## src/rtl/mem_port_arbiter_pkg.sv

```systemverilog
// Shared constants for the CPU/DMA block-RAM port arbiter: FSM encodings,
// requester ids and the saturating starvation-counter helper.
package mem_port_arbiter_pkg;

  localparam logic [1:0] ST_IDLE  = 2'b00;
  localparam logic [1:0] ST_ISSUE = 2'b01;
  localparam logic [1:0] ST_RESP  = 2'b10;

  localparam logic REQ_CPU = 1'b0;
  localparam logic REQ_DMA = 1'b1;

  function automatic logic [7:0] sat_inc8(input logic [7:0] v);
    return (v == 8'hFF) ? v : v + 8'd1;
  endfunction

endpackage

```

## src/rtl/mem_port_arbiter_if.sv

```systemverilog
// Bundle of the CPU port, DMA port and RAM pins around the arbiter.
// Handshake: a requester raises req with addr/we/wdata and holds them all stable
// until it samples its one-cycle ack; req may drop in the ack cycle or later, and
// a req still high when the arbiter returns to idle is taken as a fresh request.
interface mem_port_arbiter_if #(
  parameter int AW = 16,
  parameter int DW = 16
);
  logic          cpu_req;
  logic          cpu_we;
  logic [AW-1:0] cpu_addr;
  logic [DW-1:0] cpu_wdata;
  logic          cpu_ack;
  logic [DW-1:0] cpu_rdata;

  logic          dma_req;
  logic [AW-1:0] dma_addr;
  logic          dma_ack;
  logic [DW-1:0] dma_rdata;

  logic [AW-1:0] mem_addr;
  logic [DW-1:0] mem_wdata;
  logic          mem_we;
  logic [DW-1:0] mem_rdata;

  modport slave (
    input  cpu_req, cpu_we, cpu_addr, cpu_wdata,
    output cpu_ack, cpu_rdata,
    input  dma_req, dma_addr,
    output dma_ack, dma_rdata,
    output mem_addr, mem_wdata, mem_we,
    input  mem_rdata
  );

  modport master (
    output cpu_req, cpu_we, cpu_addr, cpu_wdata,
    input  cpu_ack, cpu_rdata,
    output dma_req, dma_addr,
    input  dma_ack, dma_rdata,
    input  mem_addr, mem_wdata, mem_we,
    output mem_rdata
  );
endinterface

```

## src/rtl/mem_port_arbiter_arb_pick.sv

```systemverilog
// Combinational winner selection for the arbiter; kept separate so the
// priority policy can be exercised on its own.
module arb_pick
  import mem_port_arbiter_pkg::*;
(
  input  logic cpu_req,
  input  logic dma_req,
  input  logic last_grant,
  input  logic starved,
  input  logic mode,        // 1 = CPU priority with starvation guard, 0 = round-robin
  output logic grant_valid,
  output logic grant_id
);

  always_comb begin
    grant_valid = cpu_req | dma_req;
    grant_id    = REQ_CPU;
    if (cpu_req && dma_req) begin
      if (mode) grant_id = starved ? REQ_DMA : REQ_CPU;
      else      grant_id = (last_grant == REQ_CPU) ? REQ_DMA : REQ_CPU;
    end else if (dma_req) begin
      grant_id = REQ_DMA;
    end
  end

endmodule

```

## src/rtl/mem_port_arbiter.sv

```systemverilog
// Serialises CPU (read/write) and DMA (read-only) accesses onto one synchronous
// block RAM with a three-state IDLE -> ISSUE -> RESP sequence per access.
module mem_port_arbiter
  import mem_port_arbiter_pkg::*;
#(
  parameter int AW           = 16,
  parameter int DW           = 16,
  parameter int CPU_PRIORITY = 1,
  parameter int MAX_WAIT     = 8
) (
  input  logic               clk,
  input  logic               reset,
  mem_port_arbiter_if.slave  bus,
  output logic               busy,
  output logic [1:0]         state_dbg
);

  logic [1:0]    state;
  logic          lat_id;
  logic          lat_we;
  logic [AW-1:0] mem_addr_q;
  logic [DW-1:0] mem_wdata_q;
  logic          mem_we_q;
  logic          cpu_ack_q;
  logic          dma_ack_q;
  logic [DW-1:0] cpu_rdata_q;
  logic [DW-1:0] dma_rdata_q;
  logic          last_grant;
  logic [7:0]    starve_cnt;

  logic grant_valid;
  logic grant_id;
  logic starved;
  logic resp_read;

  assign starved = (starve_cnt >= 8'(MAX_WAIT));

  arb_pick u_pick (
    .cpu_req     (bus.cpu_req),
    .dma_req     (bus.dma_req),
    .last_grant  (last_grant),
    .starved     (starved),
    .mode        (CPU_PRIORITY != 0),
    .grant_valid (grant_valid),
    .grant_id    (grant_id)
  );

  always_ff @(posedge clk or negedge reset) begin
    if (!reset) begin
      state       <= ST_IDLE;
      lat_id      <= REQ_CPU;
      lat_we      <= 1'b0;
      mem_addr_q  <= '0;
      mem_wdata_q <= '0;
      mem_we_q    <= 1'b0;
      cpu_ack_q   <= 1'b0;
      dma_ack_q   <= 1'b0;
      cpu_rdata_q <= '0;
      dma_rdata_q <= '0;
      last_grant  <= REQ_DMA;
      starve_cnt  <= 8'd0;
    end else begin
      cpu_ack_q <= 1'b0;
      dma_ack_q <= 1'b0;
      case (state)
        ST_IDLE: begin
          if (grant_valid) begin
            state    <= ST_ISSUE;
            lat_id   <= grant_id;
            lat_we   <= (grant_id == REQ_CPU) && bus.cpu_we;
            mem_we_q <= (grant_id == REQ_CPU) && bus.cpu_we;
            if (grant_id == REQ_DMA) begin
              mem_addr_q <= bus.dma_addr;
              starve_cnt <= 8'd0;
            end else begin
              mem_addr_q  <= bus.cpu_addr;
              mem_wdata_q <= bus.cpu_wdata;
              if (bus.dma_req) starve_cnt <= sat_inc8(starve_cnt);
            end
          end
        end
        ST_ISSUE: begin
          state     <= ST_RESP;
          mem_we_q  <= 1'b0;
          cpu_ack_q <= (lat_id == REQ_CPU);
          dma_ack_q <= (lat_id == REQ_DMA);
        end
        ST_RESP: begin
          state      <= ST_IDLE;
          last_grant <= lat_id;
          // The ack-cycle value is forwarded below; this keeps it afterwards.
          if (!lat_we) begin
            if (lat_id == REQ_CPU) cpu_rdata_q <= bus.mem_rdata;
            else                   dma_rdata_q <= bus.mem_rdata;
          end
        end
        default: begin
          state    <= ST_IDLE;
          mem_we_q <= 1'b0;
        end
      endcase
    end
  end

  // RAM data only arrives during RESP, so the ack cycle sees it straight through.
  assign resp_read = (state == ST_RESP) && !lat_we;

  assign bus.cpu_rdata = (resp_read && lat_id == REQ_CPU) ? bus.mem_rdata : cpu_rdata_q;
  assign bus.dma_rdata = (resp_read && lat_id == REQ_DMA) ? bus.mem_rdata : dma_rdata_q;
  assign bus.cpu_ack   = cpu_ack_q;
  assign bus.dma_ack   = dma_ack_q;
  assign bus.mem_addr  = mem_addr_q;
  assign bus.mem_wdata = mem_wdata_q;
  assign bus.mem_we    = mem_we_q;
  assign busy          = (state != ST_IDLE);
  assign state_dbg     = state;

endmodule

```

## src/flat_wrapper.sv

```systemverilog
// flat-port wrapper written by rule: the top's interface ports become plain ports
module mem_port_arbiter_flat import mem_port_arbiter_pkg::*;
#(
  parameter int AW           = 16,
  parameter int DW           = 16,
  parameter int CPU_PRIORITY = 1,
  parameter int MAX_WAIT     = 8
)
  (clk, reset, busy, state_dbg, bus_cpu_req, bus_cpu_we, bus_cpu_addr, bus_cpu_wdata, bus_cpu_ack, bus_cpu_rdata, bus_dma_req, bus_dma_addr, bus_dma_ack, bus_dma_rdata, bus_mem_addr, bus_mem_wdata, bus_mem_we, bus_mem_rdata);
  mem_port_arbiter_if #(.AW(AW), .DW(DW)) bus_i ();
  input  logic clk;
  input  logic reset;
  output logic busy;
  output logic [1:0] state_dbg;
  input wire logic [$bits(bus_i.cpu_req)-1:0] bus_cpu_req;
  input wire logic [$bits(bus_i.cpu_we)-1:0] bus_cpu_we;
  input wire logic [$bits(bus_i.cpu_addr)-1:0] bus_cpu_addr;
  input wire logic [$bits(bus_i.cpu_wdata)-1:0] bus_cpu_wdata;
  output wire logic [$bits(bus_i.cpu_ack)-1:0] bus_cpu_ack;
  output wire logic [$bits(bus_i.cpu_rdata)-1:0] bus_cpu_rdata;
  input wire logic [$bits(bus_i.dma_req)-1:0] bus_dma_req;
  input wire logic [$bits(bus_i.dma_addr)-1:0] bus_dma_addr;
  output wire logic [$bits(bus_i.dma_ack)-1:0] bus_dma_ack;
  output wire logic [$bits(bus_i.dma_rdata)-1:0] bus_dma_rdata;
  output wire logic [$bits(bus_i.mem_addr)-1:0] bus_mem_addr;
  output wire logic [$bits(bus_i.mem_wdata)-1:0] bus_mem_wdata;
  output wire logic [$bits(bus_i.mem_we)-1:0] bus_mem_we;
  input wire logic [$bits(bus_i.mem_rdata)-1:0] bus_mem_rdata;
  assign bus_i.cpu_req = bus_cpu_req;
  assign bus_i.cpu_we = bus_cpu_we;
  assign bus_i.cpu_addr = bus_cpu_addr;
  assign bus_i.cpu_wdata = bus_cpu_wdata;
  assign bus_cpu_ack = bus_i.cpu_ack;
  assign bus_cpu_rdata = bus_i.cpu_rdata;
  assign bus_i.dma_req = bus_dma_req;
  assign bus_i.dma_addr = bus_dma_addr;
  assign bus_dma_ack = bus_i.dma_ack;
  assign bus_dma_rdata = bus_i.dma_rdata;
  assign bus_mem_addr = bus_i.mem_addr;
  assign bus_mem_wdata = bus_i.mem_wdata;
  assign bus_mem_we = bus_i.mem_we;
  assign bus_i.mem_rdata = bus_mem_rdata;
  mem_port_arbiter #(.AW(AW), .DW(DW), .CPU_PRIORITY(CPU_PRIORITY), .MAX_WAIT(MAX_WAIT)) u_core (.clk(clk), .reset(reset), .bus(bus_i), .busy(busy), .state_dbg(state_dbg));
endmodule
```

## config.mk

```make
export PLATFORM = sky130hd
export DESIGN_NAME = mem_port_arbiter_flat
export DESIGN_NICKNAME = d
export VERILOG_FILES = /design/src/rtl/mem_port_arbiter_pkg.sv /design/src/rtl/mem_port_arbiter_if.sv /design/src/rtl/mem_port_arbiter_arb_pick.sv /design/src/rtl/mem_port_arbiter.sv /design/src/flat_wrapper.sv
export SDC_FILE = /design/constraint.sdc
export NUM_CORES = 1
export LEC_CHECK = 0
export ABC_AREA = 1
export BUFFER_PORTS_ARGS = -buffer_cell sky130_fd_sc_hd__buf_4
export CAP_MARGIN = 20
export CORE_ASPECT_RATIO = 1.5
export CORE_MARGIN = 1
export CORE_UTILIZATION = 30
export DETAILED_ROUTE_END_ITERATION = 10
export PLACE_DENSITY = 0.66
export SYNTH_ARGS = -nofsm -noshare
export SYNTH_HDL_FRONTEND = slang
export SYNTH_SLANG_ARGS = --single-unit
```

## constraint.sdc

```tcl
create_clock -name clk -period 1.25 [get_ports clk]
set_clock_uncertainty 0.05 [all_clocks]
set_input_delay 0.25 -clock clk [delete_from_list [all_inputs] [get_ports clk]]
set_output_delay 0.25 -clock clk [all_outputs]
set_load 0.005 [all_outputs]
```

Word level (Yosys, flattened, before mapping)

Index checks and enable logic that the tools add are counted.

Word-level logic and storage cells: 53
Flip-flop bits (word level): 79

$add $sub $neg: 1
Muxes and demuxes: 15
Equal/unequal tests: 5
Reduce and logical (&&, ||, !) cells: 15
Order comparisons: 1
Bitwise logic cells: 5

Operator list:

| operator                                               | number |
|---|---|
| 2-to-1 mux 16 bit                                      | 3 |
| 2-to-1 mux 8 bit                                       | 3 |
| AND reduction 3 bit                                    | 3 |
| adder 8 x 1 -> 8 bit (second input constant)           | 1 |
| equality test 8 bit (second input constant)            | 1 |
| >= comparator 8 x 4 -> 1 bit (second input constant)   | 1 |
| 2-to-1 mux 1 bit                                       | 6 |
| logical AND 1 bit                                      | 5 |
| inequality test 2 x 1 -> 1 bit (second input constant) | 2 |
| NOT 1 bit                                              | 4 |
| one-hot mux 2 bit (2 select lines)                     | 1 |
| AND reduction 2 bit                                    | 2 |
| AND reduction 4 bit                                    | 1 |
| nonzero test 2 bit                                     | 2 |
| equality test 2 x 1 -> 1 bit (second input constant)   | 1 |
| equality test 2 bit (second input constant)            | 1 |
| logical NOT 2 bit                                      | 1 |
| 2-to-1 mux 2 bit                                       | 1 |
| one-hot mux 1 bit (2 select lines)                     | 1 |
| logical NOT 1 bit                                      | 1 |
| OR 1 bit                                               | 1 |

Logic depth before layout (Yosys ltp)

Gate-level depths: netlist (run 1).

Depth in word-level cells: 7
Gate-level depth with buffers: 8
Depth with buffers taken out: 7

Modules after synthesis

Synthesis (run 1) repeated with hierarchy kept, for this count alone.

Cells, all modules: 420
Area, all modules: 3608.5 sq um

Modules (own cells, without submodules):

| module           | area each (sq um) | cells each | times used |
|---|---|---|---|
| mem_port_arbiter | 3579.7            | 413        | 1 |
| arb_pick         | 28.8              | 7          | 1 |

Worst setup path after synthesis (run 1)

OpenSTA, ideal clock, no wires.

Kind: flip-flop to output port
Start: reg u_core.state[1], in the netlist u_core.state_dbg[1]
End: out bus_cpu_rdata[10]
Setup slack: -0.167 ns
Path buffers: 2
Data arrival time: 1.117 ns
Stages on the path, launching flop included: 7
Required time: 0.950 ns
Cell sequence: dfrtp_1 -> inv_1 -> nor2_2 -> nand3_2 -> buf_6 -> buf_6 -> o21ai_1

Word-level cells in the longest chain between the ends: 4

RTL lines:

| what                   | line                    | text |
|---|---|---|
| start, declared        | mem_port_arbiter.sv:18  | `logic [1:0] state;` |
| start signal, assigned | mem_port_arbiter.sv:50  | `state <= ST_IDLE;` |
| start signal, assigned | mem_port_arbiter.sv:68  | `state <= ST_ISSUE;` |
| start signal, assigned | mem_port_arbiter.sv:83  | `state <= ST_RESP;` |
| equality test 2 bit    | mem_port_arbiter.sv:106 | `assign resp_read = (state == ST_RESP) && !lat_we;` |
| logical AND 1 bit      | mem_port_arbiter.sv:106 |  |
| logical AND 1 bit      | mem_port_arbiter.sv:108 | `assign bus.cpu_rdata = (resp_read && lat_id == REQ_CPU) ? bus.mem_rdata : cpu_rdata_q;` |
| 2-to-1 mux 16 bit      | mem_port_arbiter.sv:108 |  |
| end, declared          | flat_wrapper.sv:20      | `output wire logic [$bits(bus_i.cpu_rdata)-1:0] bus_cpu_rdata;` |

Every way passes these cells.

Final worst setup path (run 1)

Start: reg u_core.state[1], in the netlist u_core.state_dbg[1]
End: out bus_cpu_rdata[11]

The elaborated chain is that of the path after synthesis.

==> results of run 1 <==
==> sequential cells by signal, indices dropped and copies added, names as in the netlist <==
name and flops:
u_core.bus.cpu_ack 1, u_core.bus.dma_ack 1, u_core.bus.mem_addr 16, u_core.bus.mem_wdata 16, u_core.bus.mem_we 1, u_core.cpu_rdata_q 16
u_core.dma_rdata_q 16, u_core.lat_id 1, u_core.lat_we 1, u_core.starve_cnt 8, u_core.state_dbg 2
==> layout by cell type, fill, tap and decap left out, types with 3 or more instances in the layout <==
| cell type | synthesis | layout |
|---|---|---|
| inv_1 | 63 | 62 |
| nor2_4 | 1 | 4 |
| nand2_2 | 3 | 31 |
| buf_6 | 11 | 25 |
| o21ai_0 | 31 | 6 |
| dfrtp_1 | 79 | 79 |
| nand2_1 | 110 | 79 |
| o21ai_1 | 20 | 14 |
| nand3_4 | 0 | 3 |
| nor2_1 | 12 | 6 |
| nand2_4 | 2 | 4 |
| clkinv_2 | 0 | 3 |
| clkbuf_16 | 0 | 10 |
| buf_4 | 1 | 157 |
| nand3_1 | 53 | 29 |
| nand3_2 | 3 | 24 |
| o21ai_2 | 5 | 35 |
| buf_12 | 0 | 8 |
| nor2_2 | 2 | 5 |
==> layout make-up <==
class / count / area, um2 / area share
clock inverters: 4 / 45.0 / 0.00755
inverters: 65 / 262 / 0.0438
flip-flops and latches: 79 / 1980 / 0.331
multi-input cells: 248 / 1580 / 0.264
repair inverters: 1 / 11.3 / 0.00189
repair buffers: 192 / 1660 / 0.277
clock buffers: 11 / 253 / 0.0424
well taps: 150 / 188 / 0.0315
==> critical path: stages, from the launching register on <==
cell,delay (ns)
dfrtp_1,0.37
inv_1,0.08
nor2_4,0.12
nand3_4,0.13
buf_12,0.19
o21ai_1,0.16
buf_4,0.14
==> report_power, final <==
group          total, mW  leakage [nW]  internal [mW]  switching (mW)
clock network       2.60         0.151           1.63           0.970
registers           4.39         0.981           3.73           0.657
logic               7.29          2.03           3.95            3.34
==> worst max path at each step <==
stage                                   start                       end  slack [ns]  cells past startpoint
after floorplan           u_core.state_dbg[1]         bus_cpu_rdata[10]       -0.17                      6
after global placement    u_core.state_dbg[0]  u_core.bus.mem_wdata[15]       -0.17                      8
after detailed placement  u_core.state_dbg[1]   u_core.bus.mem_wdata[7]       -0.20                      8
after CTS                 u_core.state_dbg[0]         bus_cpu_rdata[15]       -0.53                      6
after global routing      u_core.state_dbg[1]         bus_cpu_rdata[10]       -0.66                      7
final                     u_core.state_dbg[1]         bus_cpu_rdata[11]       -0.57                      6
==> metal layers <==
| metal | part of all wire | track usage |
|---|---|---|
| met2 | 0.54 | 0.280 |
| met3 | 0.053 | 0.0438 |
| met4 | 0.012 | 0.0582 |
| met1 | 0.40 | 0.189 |
| met5 | 0 | 0 |
==> cell families (layout without fill, tap and decap cells) <==
family / count (synthesis) / in the layout
compound gates: 56 / 56
simple gates: 189 / 190
buf+inv: 85 / 273
flops: 79 / 79
fa+ha+maj: 2 / 2
==> what timing repair did <==
item,CTS,global route
hold buffers,1,0
gates cloned,3,1
buffers inserted,9,9
setup endpoints to repair,85,103
gates resized for setup,58,56
pin swaps,10,41
hold endpoints to repair,79,0
==> metrics by stage <==
stage                     worst slack, ns  power, mW
after floorplan                    -0.166       7.03
after global placement             -0.173       10.1
after detailed placement           -0.198       10.3
after CTS                          -0.528       13.9
after global routing               -0.655       15.3
final                              -0.566       14.3
==> flow_summary_export.csv, run 1 <==
group,metric,value,unit
status,status,"finished, violations left",
status,violations,"setup timing",
drt,drt-total-wl,10000,um
clock_network,clockBufferDepth,2,
cells_and_area,fin_nets,667,
synth,synth_edf_count,0,
drt,post-route-drc-count,0,
clock_network,clk-insertion-delay-late,0.33,ns
synth,synth_largest_area_cell,"dfrtp_1",
floorplanning,start_util,0.308,
clock_network,cts_tree,"yes",
floorplanning,die_h,135,um
power_and_ir_drop,irDropWorstVdd,0.999,mV
sta,layout_setup_ws,-0.566,ns
clock_network,cts_made_buffers,9,
critical_path,start_kind,"flip-flop",
sta,fmax,551,MHz
floorplanning,row_count,48,
placed_design,port-buffer-count,138,
sta,whs,0.0890,ns
synth,synth_area_per_cell,8.63,um2
floorplanning,boundaryPins,139,
synth,synth-simple-area-share,0.235,
clock_network,h-tree-depth,3,
global_routing,grt_use_total,0.161,
critical_path,critPathMaxFanout,18,
cells_and_area,design_area,5970,um2
drt,firstDrtPassIters,4,
flow_run,maxCapViolations,0,
cells_and_area,syn_to_final_growth,68.2,%
power_and_ir_drop,p_per_area,2390,nW/um2
synth,synth_nets,482,
global_routing,first_global_vias,3263,
cells_and_area,num-fill-cells,1064,
critical_path,cp-end-kind,"output port",
synth,synth.most_common_cell,"nand2_1",
worst_hold_path,min-delay-start,"bus_cpu_wdata[8]",
sta,drv_slew,0,
synth,synth_xor_area_frac,0,
sta,hold_viol,0,
sta,post-route-period-util,1.45,
synth,synthMuxAreaShare,0,
synth,synth_cell_types,22,
cells_and_area,final_cells,750,
synth,synthAdderAreaFrac,0.00705,
floorplanning,dieArea,12300,um2
floorplanning,die_x,90.8,um
placed_design,place_inst,717,
cells_and_area,n_antenna_cell,0,
drt,drtIter0Drc,51,
synth,synth_area_leaders,"dfrtp_1 (56%), nand2_1 (12%), nand3_1 (7.5%), inv_1 (6.7%), o21ai_0 (4.4%)",
critical_path,crit_arrival,1.52,ns
sta,finalSetupViolations,91,
critical_path,path_class,"reg -> out",
critical_path,critPathRequiredTime,0.95,ns
synth,synth_top_area_frac,0.557,
cells_and_area,fin_util,0.517,
worst_hold_path,holdPathStages,3,
placed_design,dp_hpwl,6670,um
sta,layout_min_cycle_time,1.82,ns
sta,tightest_slew,0.426,ns
critical_path,r2r-end,"u_core.bus.mem_wdata[7]",
synth,async_flop_share,1.00,
drt,wl_per_cell,13.3,um
power_and_ir_drop,p_leak,3.17,nW
sta,rsz0062_at_grt,"yes",
drt,vias_per_cell,4.52,
critical_path,worst-r2r-cell-count,8,
floorplanning,core,11500,um2
synth,yosysSeqAreaShare,0.557,
drt,ant_nets,0,
critical_path,r2r_slack,-0.28,ns
synth,synth_seq_cells,79,
synth,synth_warnings,0,
worst_hold_path,hold_end,"u_core.bus.mem_wdata[8]",
synth,synthCells,411,
global_routing,grt_pass1_wl,15700,um
synth,ys_top_cells_by_count,"nand2_1 (110), dfrtp_1 (79), inv_1 (63)",
drt,vias,3392,
global_routing,antenna_found_initial,0,
clock_network,cts.sinks,79,
clock_network,root_buffer,"clkbuf_16",
placed_design,place_area,5130,um2
cells_and_area,layout-drive-gt1-share,0.532,
sta,timing.slew.headroom,0.716,
worst_hold_path,worstHoldPathType,"in -> reg",
global_routing,gr-total-overflow,0,
synth,synth_area,3550,um2
synth,synth_top_family_by_area,"simple AND/OR/NAND/NOR gates",
placed_design,gp_congestion,0.744,
critical_path,r2r_start,"u_core.state_dbg[0]",
sta,fin_setup_tns,-27.11,ns
synth,synthFlopType,"dfrtp_1",
synth,synth-compound-area-share,0.0843,
clock_network,clk_pin_slew,0.06,ns
global_routing,grt_max_degree,80,
Note: power is estimated with default switching activity, not from simulation.
==> run 2, diff against run 1 <==
Settings changed: PLACE_DENSITY 0.66 to 0.58.
==> run 2 against run 1 <==
Against the previous run: the flow still finishes with violations (setup timing); hold slack better by 0.0052 ns; sequential power decreased by 2%; sequential cell count unchanged; largest power group unchanged; combinational power decreased by 5.1%; via count shrank 2.5%; clock-buffer cell count unchanged; worst setup slack gained 0.015 ns; critical endpoint is now bus_cpu_rdata[9].
==> flow_summary_export.csv, run 2 (synthesized netlist as in run 1, its figures left out) <==
group,metric,value,unit
power_and_ir_drop,clkPwrFrac,0.200,
worst_hold_path,worstHoldPathType,"in -> reg",
drt,drtIter0Drc,45,
clock_network,cts.sinks,79,
floorplanning,die_h,135,um
cells_and_area,multi_input_area,1470,um2
sta,drv_slew,0,
drt,post-route-drc-count,0,
critical_path,cpPeakStageDelay,0.37,ns
clock_network,h-tree-depth,3,
critical_path,start_kind,"flip-flop",
critical_path,critPathRequiredTime,0.95,ns
status,status,"finished, violations left",
floorplanning,dieArea,12300,um2
cells_and_area,syn_to_final_growth,65.5,%
cells_and_area,layout_commonest_cell,"buf_4",
critical_path,crit_arrival,1.50,ns
placed_design,place_inst,722,
placed_design,gp_congestion,0.766,
global_routing,gr-total-overflow,0,
sta,tightest_slew,0.362,ns
power_and_ir_drop,p_switching,4.73,mW
flow_run,maxCapViolations,0,
global_routing,grt_max_degree,33,
placed_design,place_area,5200,um2
critical_path,crit_buf_inv,3,
drt,ant_nets,0,
sta,rsz0062_at_grt,"yes",
cells_and_area,num-fill-cells,1097,
clock_network,clk_pin_slew,0.06,ns
power_and_ir_drop,p_int,9.29,mW
power_and_ir_drop,power.total,14.0,mW
critical_path,slowest_stage,"dfrtp_1",
sta,finalSetupViolations,91,
drt,firstDrtPassIters,4,
drt,vias_per_cell,4.41,
global_routing,antenna_found_initial,0,
critical_path,path_class,"reg -> out",
sta,layout_setup_ws,-0.552,ns
critical_path,cp-end-kind,"output port",
floorplanning,row_count,48,
cells_and_area,fin_nets,666,
sta,hold_viol,0,
critical_path,r2r_slack,-0.39,ns
placed_design,port-buffer-count,138,
sta,timing.slew.headroom,0.759,
cells_and_area,design_area,5870,um2
status,violations,"setup timing",
floorplanning,boundaryPins,139,
drt,vias,3307,
cells_and_area,layout-drive-gt1-share,0.477,
sta,fmax,555,MHz
power_and_ir_drop,p_per_area,2390,nW/um2
critical_path,cp_cell_sequence,"inv_2 > nor2_4 > nand3_4 > buf_12 > nand2_1 > o21ai_1 > buf_4",
floorplanning,core,11500,um2
power_and_ir_drop,swShare,0.337,
clock_network,clk-insertion-delay-late,0.33,ns
sta,layout_min_cycle_time,1.80,ns
global_routing,grt_pass1_wl,15500,um
floorplanning,die_x,90.8,um
power_and_ir_drop,irDropWorstVdd,0.918,mV
power_and_ir_drop,seqPwrFrac,0.306,
clock_network,clockBufferDepth,2,
clock_network,cts_made_buffers,9,
global_routing,grt_use_total,0.158,
critical_path,critPathTopFamily,"flip-flops",
clock_network,cts_tree,"yes",
drt,wl_per_cell,12.7,um
global_routing,first_global_vias,3328,
cells_and_area,final_cells,750,
cells_and_area,final_cell_mix,"buf_4 (165), nand2_1 (96), dfrtp_1 (79)",
power_and_ir_drop,p_leak,3.14,nW
sta,post-route-period-util,1.44,
clock_network,root_buffer,"clkbuf_16",
power_and_ir_drop,combPwrFrac,0.494,
cells_and_area,n_antenna_cell,0,
placed_design,dp_hpwl,6840,um
drt,drt-total-wl,9520,um
cells_and_area,seq_area,1980,um2
floorplanning,start_util,0.308,
critical_path,critPathMaxFanout,23,
## run 2: tightest hold or removal path, delay by kind of cell
| family | cells | cell delay [ns] |
|---|---|---|
| buffers and inverters | 1 | 0.08 |
| AND/OR/NAND/NOR | 2 | 0.12 |
## run 2: worst paths after layout
kind,to,cells after the start,from
setup / recovery,bus_cpu_rdata[9],7,u_core.state_dbg[1]
hold / removal,u_core.bus.mem_wdata[4],3,bus_cpu_wdata[4]
setup reg to reg,u_core.bus.mem_wdata[12],9,u_core.state_dbg[1]
hold reg to reg,u_core.dma_rdata_q[14],2,u_core.dma_rdata_q[14]
max in group asynchronous,u_core.lat_we,3,reset
min in group asynchronous,u_core.dma_rdata_q[12],2,reset
## run 2: per-layer routing
metal	vias up	GRT usage	part of all wire
met3	11	0.0460	0.071
met4	0	0.0529	0.012
met1	1517	0.183	0.41
met5	-	0	0
met2	115	0.279	0.51
li1	1664	-	-
## run 2: metrics by stage
step,TNS (ns),worst slack (ns),utilization,hold WS [ns]
global placement,-9.31,-0.172,0.451,0.138
detailed placement,-12.01,-0.207,0.451,0.141
finish,-32.20,-0.552,0.509,0.0941
floorplan,-5.99,-0.166,-,-0.0956
global route,-39.65,-0.663,0.509,0.0937
CTS,-29.81,-0.543,0.502,0.0763
## run 2: cell type report
class                           count  share of cell area
Clock inverter                      5              0.0139
Timing Repair inverter              1             0.00192
Sequential cell                    79               0.337
Inverter                           65              0.0441
Multi-Input combinational cell    248               0.250
Tap cell                          150              0.0320
Clock buffer                       11              0.0413
Timing Repair Buffer              191               0.280
## run 2: what timing repair did
| item | CTS | global route |
|---|---|---|
| hold buffers | 1 | 0 |
| setup buffers | 7 | 3 |
| cloned | 4 | 1 |
| endpoints found under the hold margin | 20 | 0 |
| setup endpoints to repair | 95 | 102 |
| resized for setup | 32 | 43 |
| pin swaps | 2 | 14 |
## run 2: power groups by stage
stage / Combinational (mW) / Clock (mW) / Sequential (mW)
2_1_floorplan: 2.77 / 0 / 4.26
3_3_place_gp: 5.93 / 0 / 4.27
3_5_place_dp: 6.06 / 0 / 4.28
4_1_cts: 6.87 / 2.89 / 4.27
5_1_grt: 7.61 / 3.00 / 4.42
6_report: 6.92 / 2.80 / 4.30
